$ cat src/rtl/fetch_pkg.sv
// Shared constants and entry type for the fetch front end.
// Imported by fetch_buf and fetch_queue.
package fetch_pkg;

    localparam int INSN_W   = 32;
    localparam int BUNDLE_W = 128;
    localparam int BUNDLE_N = 4;
    localparam int PC_STEP  = 4;

    localparam logic [INSN_W-1:0] NOP_INSN = 32'h0;

    typedef struct packed {
        logic [INSN_W-1:0] insn;
        logic [INSN_W-1:0] pc;
    } fq_entry_t;

endpackage

$ cat src/rtl/fetch_buf.sv
// Circular instruction storage: one 4-wide write port, one 1-wide read port.
// Owns the read and write pointers; flush rewinds both to zero.
module fetch_buf
    import fetch_pkg::*;
#(
    parameter int DEPTH = 8
) (
    input  logic                clk,
    input  logic                rst,
    input  logic                flush,
    input  logic                wr_en,
    input  logic [BUNDLE_W-1:0] bundle,
    input  logic [INSN_W-1:0]   base_pc,
    input  logic                rd_en,
    output fq_entry_t           head
);

    localparam int AW = $clog2(DEPTH);

    fq_entry_t     mem [DEPTH];
    logic [AW-1:0] rd_ptr;
    logic [AW-1:0] wr_ptr;
    logic [AW-1:0] widx [BUNDLE_N];
    fq_entry_t     wdat [BUNDLE_N];

    // Split the bundle into words, oldest word first, each tagged with its PC.
    always_comb begin
        for (int i = 0; i < BUNDLE_N; i++) begin
            widx[i]      = wr_ptr + AW'(i);
            wdat[i].insn = bundle[BUNDLE_W-1-INSN_W*i -: INSN_W];
            wdat[i].pc   = base_pc + INSN_W'(PC_STEP * i);
        end
    end

    // Storage array; cleared on reset so the head reads as zero.
    always_ff @(posedge clk or posedge rst) begin
        if (rst) begin
            for (int j = 0; j < DEPTH; j++) begin
                mem[j] <= '0;
            end
        end else if (wr_en) begin
            for (int i = 0; i < BUNDLE_N; i++) begin
                mem[widx[i]] <= wdat[i];
            end
        end
    end

    // Pointer update; pointers wrap naturally at DEPTH.
    always_ff @(posedge clk or posedge rst) begin
        if (rst) begin
            rd_ptr <= '0;
            wr_ptr <= '0;
        end else if (flush) begin
            rd_ptr <= '0;
            wr_ptr <= '0;
        end else begin
            if (wr_en) begin
                wr_ptr <= wr_ptr + AW'(BUNDLE_N);
            end
            if (rd_en) begin
                rd_ptr <= rd_ptr + AW'(1);
            end
        end
    end

    assign head = mem[rd_ptr];

endmodule

$ cat src/rtl/fetch_queue.sv
// Fetch front end: drives imem_pc, queues 4-word bundles, feeds decode.
// Optional FETCHQ_STALL_CNT_EN adds a saturating decode-starvation counter.
module fetch_queue
    import fetch_pkg::*;
#(
    parameter int          DEPTH    = 8,
    parameter logic [31:0] RESET_PC = 32'd0
) (
    input  logic                clk,
    input  logic                rst,
    input  logic                fetch_en,
    output logic [31:0]         imem_pc,
    input  logic [BUNDLE_W-1:0] imem_bundle,
    input  logic                redirect_valid,
    input  logic [31:0]         redirect_pc,
    output logic                instr_valid,
    input  logic                instr_ready,
    output logic [INSN_W-1:0]   instr,
    output logic [31:0]         instr_pc
`ifdef FETCHQ_STALL_CNT_EN
    ,
    output logic [31:0]         stall_cnt
`endif
);

    localparam int CW = $clog2(DEPTH) + 1;
    localparam logic [CW-1:0] ROOM = CW'(DEPTH - BUNDLE_N);
    localparam logic [31:0] FETCH_STEP = 32'(PC_STEP * BUNDLE_N);

    logic [31:0]   pc;
    logic [CW-1:0] count;
    logic          enq;
    logic          deq;
    fq_entry_t     head;

    assign instr_valid = (count != '0);
    assign enq = fetch_en && (count <= ROOM) && !redirect_valid;
    assign deq = instr_valid && instr_ready && !redirect_valid;

    assign imem_pc  = pc;
    assign instr    = head.insn;
    assign instr_pc = head.pc;

    fetch_buf #(
        .DEPTH(DEPTH)
    ) u_buf (
        .clk    (clk),
        .rst    (rst),
        .flush  (redirect_valid),
        .wr_en  (enq),
        .bundle (imem_bundle),
        .base_pc(pc),
        .rd_en  (deq),
        .head   (head)
    );

    // Fetch PC: redirect wins, otherwise advance one bundle per enqueue.
    always_ff @(posedge clk or posedge rst) begin
        if (rst) begin
            pc <= RESET_PC;
        end else begin
            unique case (1'b1)
                redirect_valid: pc <= redirect_pc;
                enq:            pc <= pc + FETCH_STEP;
                default:        pc <= pc;
            endcase
        end
    end

    // Occupancy: +4 per enqueue, -1 per handshake, zero on redirect.
    always_ff @(posedge clk or posedge rst) begin
        if (rst) begin
            count <= '0;
        end else if (redirect_valid) begin
            count <= '0;
        end else begin
            count <= count
                   + (enq ? CW'(BUNDLE_N) : CW'(0))
                   - CW'(deq);
        end
    end

`ifdef FETCHQ_STALL_CNT_EN
    // Cycles where decode wanted work but the queue was empty; saturates.
    always_ff @(posedge clk or posedge rst) begin
        if (rst) begin
            stall_cnt <= '0;
        end else if (instr_ready && !instr_valid && (stall_cnt != '1)) begin
            stall_cnt <= stall_cnt + 32'd1;
        end
    end
`endif

endmodule

$ cat config.mk
export PLATFORM = sky130hd
export DESIGN_NAME = fetch_queue
export DESIGN_NICKNAME = d
export VERILOG_FILES = /design/src/rtl/fetch_pkg.sv /design/src/rtl/fetch_buf.sv /design/src/rtl/fetch_queue.sv
export SDC_FILE = /design/constraint.sdc
export NUM_CORES = 2
export LEC_CHECK = 0
export CAP_MARGIN = 20
export CORE_ASPECT_RATIO = 1.5
export CORE_MARGIN = 3
export CORE_UTILIZATION = 35
export CTS_BUF_LIST = sky130_fd_sc_hd__clkbuf_16
export CTS_CLUSTER_DIAMETER = 60
export DETAILED_ROUTE_END_ITERATION = 16
export PLACE_DENSITY_LB_ADDON = 0.12
export SYNTH_ARGS = -nofsm -noshare
export SYNTH_HDL_FRONTEND = slang
export SYNTH_SLANG_ARGS = --single-unit
$ cat constraint.sdc
create_clock -name clk -period 32.9 [get_ports clk]
set_input_delay 3.29 -clock clk [delete_from_list [all_inputs] [get_ports clk]]
set_output_delay 3.29 -clock clk [all_outputs]
set_load 0.05 [all_outputs]
# Word level (Yosys, flattened, before mapping)
# Index checks and enable logic that the tools add are counted.
# totals
regBits	554
wordCells	80
# op_classes
addsub	11
n_lt_le_gt_ge	10
muxes	22
n_bitwise	5
reduce_logical	12
# ops
op	n
bitwise mux 512 bit	4
demux 64 bit (select 3 bit)	4
two-way mux 64 bit	6
binary-select mux 64 bit (select 3 bit)	1
adder 32 x 4 -> 32 bit, second input constant	2
case mux 32 bit (2 select lines)	1
adder 32 x 3 -> 32 bit, second input constant	1
adder 32 x 5 -> 32 bit, second input constant	1
>= comparator 4 bit, second input constant	5
NOT 3 -> 4 bit	5
less-than comparator 4 x 1 -> 1 bit, second input constant	4
two-way mux 3 bit	5
logical AND 1 bit	8
adder 3 x 1 -> 3 bit, second input constant	2
adder 3 x 2 -> 3 bit, second input constant	2
adder 4 x 3 -> 4 bit	1
less-or-equal comparator 4 x 3 -> 1 bit, second input constant	1
two-way mux 4 bit	1
nonzero test 2 bit	2
nonzero test 4 bit	1
subtractor 4 x 1 -> 4 bit	1
adder 3 bit, second input constant	1
logical NOT 1 bit	1

# Depth between registers and ports, before layout
# depth
ltp_word	9
depth_mapped	9
mapped_depth_nobuf	9

# Cells and area by module
# Synthesis repeated with hierarchy kept, for this count alone.
# unflattened
hier_cells	2710
hier_area_um2	26910.8
# by_module_without_submodules
mod	instances	cells_each	area_per_inst_um2	seq_area_each_um2
fetch_buf	1	2492	24873.9	12912.4
fetch_queue	1	218	2037.0	900.9

# Least setup slack after synthesis
# No wires, ideal clock.
# synth_timing
path_type	register -> output
startpoint	register u_buf.rd_ptr[0]
endpoint	output instr_pc[13]
arrival_time_ps	2010
required_time_ps	29610
slack_ps	27600
path_stages_with_launch	5
path_cell_list	dfrtp_1 > buf_2 > buf_1 > mux4_2 > mux2_2
# synth_via
elab_chain_len	4
# synth_lines
element	line	rtl
from (decl)	fetch_buf.sv:21	logic [AW-1:0] rd_ptr;
from (signal assigned)	fetch_buf.sv:61	rd_ptr <= rd_ptr + AW'(1);
NOT 3 -> 4 bit (implied by the code)	fetch_buf.sv:66	assign head = mem[rd_ptr];
binary-select mux 64 bit (select 3 bit)	fetch_buf.sv:66	
two-way mux 64 bit (implied by the code) (2 in series)	fetch_buf.sv:66	
to (decl)	fetch_queue.sv:19	output logic [31:0] instr_pc
# Every way passes these cells. The select of a mux whose other input is x is not followed.

# Worst setup path in the final report
# layout_timing
startpoint	register u_buf.rd_ptr[0]
endpoint	output instr_pc[7]
# The elaborated chain is that of the path after synthesis.

==> results.md <==
* Status: complete, no violations
* Maximum clock frequency at 0.1287 GHz
* Drt via density at 4.941
* Levels on crit path at 5
* Root buffer cell: clkbuf_16
* Worst Hold Path Cells at 2
* Post-synth EDFFs at 0
* Design Area, Final at 31,230 sq um
* Netlist cell types at 41
* DIE WIDTH at 228.7 um
* Clk Latency, worst-skew pair at 630 ps
* I/O Buffers at 261
* Final setup viols at 0
* HP Class: reg -> reg
* Grt ovf at 0
* DRT Pass-1 Iters at 6
* H-tree depth at 2
* Buf+Inv Stages, Crit Path at 3
* Post-route insts no fill at slightly below 4,000
* Layout cells sized above 1 at 11.79%
* Post-Syn Area per Cell at between 9 and 10 sq um
* Max Buffers Root-to-Sink at 3
* Top delay family on crit path: buffers and inverters
* Pwr dens at 93.59 nW/um^2
* Net Count, Synth at 2,819
* Synth Flop Type: dfrtp_1
* Seq/Total Area, Yosys at between 50% and 60%
* DIE AREA at 77,780 sq um
* Max incr delay on CP at a little under 1000 ps
* DRT antenna net count at 0
* Routed len/inst at 19.79 um
* CTS tree: yes
* DP HPWL at between 40 and 50 mm
* Worst path required time at 29,610 ps
* Routed wire length at 76.30 mm
* Postcts setup bufs at 0
* Place WS at around 25,000 ps
* Hold path startpoint: u_buf.mem[310]
* Total CTS buffers at 60
* Clock Skew at 25.46 ps
* Initial antenna violation count at 6
* Num rows at 121
* Period minus WS final at between 7000 and 8000 ps
* Placed cell areas at slightly below 30,000 sq um
* Leakage power at 0.01421 uW
* Clock transition at path regs at 60 ps
* RSZ-0062 raised after global routing: no
* Async SR Flop Fraction at 100.0%
* Multi-input gate area at about 11,000 sq um
* Initial Util at 35.61%
* Largest net degree at the start of global routing at 118
* Max_cap viols at 0
* Slowest stage cell, crit path: dfrtp_4
* Critical Path Start Type: flip-flop
* Hold Vio Cnt, Final at 0
* Post-route DRC at 0
* Fillcell total at slightly above 7,000
* Gr usage total at 19.59%
* Synth Instances at 2,644
* CTS Hold Bufs at 0
* Critical path fanouts, max at 37
* Cells after DPL at about 3,700
* Maximum vdd drop at 51.07 uV
* Worst Max-Slew Pin Slew at 1145 ps
* Worst hold slack at 469.6 ps
* Fin Setup TNS at 0 ps
* Mapped Area at 26,040 sq um
* Clock tree sinks at 552
* Post-route clock period utilization at roughly a quarter
* Max Slew Vio Count at 0
* Sequential cell area at 13,820 sq um
* Post-CTS Resized at 0
* Core Area at 73,120 sq um
* GPL Wtd Cong at 0.7886
* Die height at 340.1 um
* Critical-path cell list: buf_4 > buf_4 > mux4_2 > mux2_2 > clkdlybuf4s50_1
* Worst r2r src: count[1]
* Critical path startpoint: u_buf.rd_ptr[0]
* Critical path endpoint category: primary output
* # IOs at 262
* Final WS setup at 25,130 ps
* NumNets Final at 2,991
* Initial DRC count at 1,131
* Synth-to-Final Area Change at 19.91%
* First-pass GRT wire length at 119.8 mm
* Number of global-route vias before repair at 20,197
* Overall via count from detail_route at about 19,000
* R2R cell count at 7
* Cell with the most instances on the worst path: buf_4
* Slew headroom at 23.59%
* Synth Register Bits at roughly 550
* Worst setup path category: reg -> out
* WP data arrival at 4480 ps
* Synth Warn # at 0
-- worst register-to-register path, stage by stage, from the launching register on --
cell and delay, ps:
dfrtp_1 400, o21a_1 280, or3_1 370, or2_4 730, buf_4 890, buf_4 910, nand2_1 220, nand2_1 100
-- power breakdown --
group          switching [uW]  internal (uW)
clock network             288            367
registers                 191            987
logic                     614            476
-- cells in the mapped netlist, drive strengths merged (5+ instances only) --
library cell  count  share of area, %
nor3             16              0.31
buf             121               2.6
inv              11              0.16
nor2             29              0.44
clkbuf           65              0.94
xnor2            46               1.5
xor2             69               2.3
nand3            26              0.52
nor2b             5              0.12
dfrtp           552                53
nor4              8              0.22
o21ai           202               3.9
mux4            128                11
ha                9              0.43
nand2          1230                18
mux2             72               3.1
nand4            22              0.59
-- routing by layer --
| layer | GRT usage, % | part of all wire, % | up-vias |
|---|---|---|---|
| met5 | 0 | 0 | - |
| met4 | 5.990 | 3.0 | 0 |
| met3 | 3.843 | 5.2 | 123 |
| met2 | 34.34 | 50 | 458 |
| met1 | 24.44 | 42 | 9455 |
| li1 | - | - | 9011 |
-- sequential cells by signal, indices dropped and copies added (netlist names) --
name and flops:
count 4, u_buf.wr_ptr 1, imem_pc 32, u_buf.mem 512, u_buf.rd_ptr 3
-- layout make-up --
class                   instances  area share, %
well taps                     984          3.943
multi-input cells            1894          36.16
diodes                          5        0.04007
flip-flops and latches        552          44.27
clock buffers                  61          4.888
inverters                      12         0.1683
clock inverters                51          1.142
repair buffers                296          9.384
-- placed cells by master (no fill, tap or decap), drive strengths merged, types with 5 or more instances in the layout --
cell           synthesis  routed
clkinv                 1      26
nor4                   8       8
clkbuf                65      61
mux2                  72      72
mux4                 128     128
o21ai                202     202
xor2                  69      69
xnor2                 46      46
ha                     9       9
nand3                 26      26
nor3                  16      16
nand4                 22      22
buf                  121      36
nor2b                  5       5
inv                   11      29
dfrtp                552     552
diode                  0       5
nor2                  29      29
clkdlybuf4s50          0     260
nand2               1230    1230
-- path summary, 6_finish.rpt --
kind / end / slack [ps]
setup / recovery: instr_pc[7] / 25130
hold reg to reg: u_buf.mem[310] / 470
setup reg to reg: u_buf.mem[173] / 28910
min in group asynchronous: u_buf.mem[162] / 3230
hold / removal: u_buf.mem[310] / 470
max in group asynchronous: u_buf.rd_ptr[2] / 27030
-- cells by family after synthesis --
family,synth area share [%]
simple gates,20.56
flops,53.04
compound gates,4.069
mux,14.22
buf+inv,3.728
xor+xnor,3.868
fa+ha+maj,0.5093
-- metrics by stage --
step                      total power, uW  util [%]
final                                2922     42.70
after global routing                 3121     42.69
after CTS                            2969     42.57
after detailed placement             2294     40.00
after global placement               2262     40.00
after floorplan                      1952         -
Power figures use the tool's default switching activity.
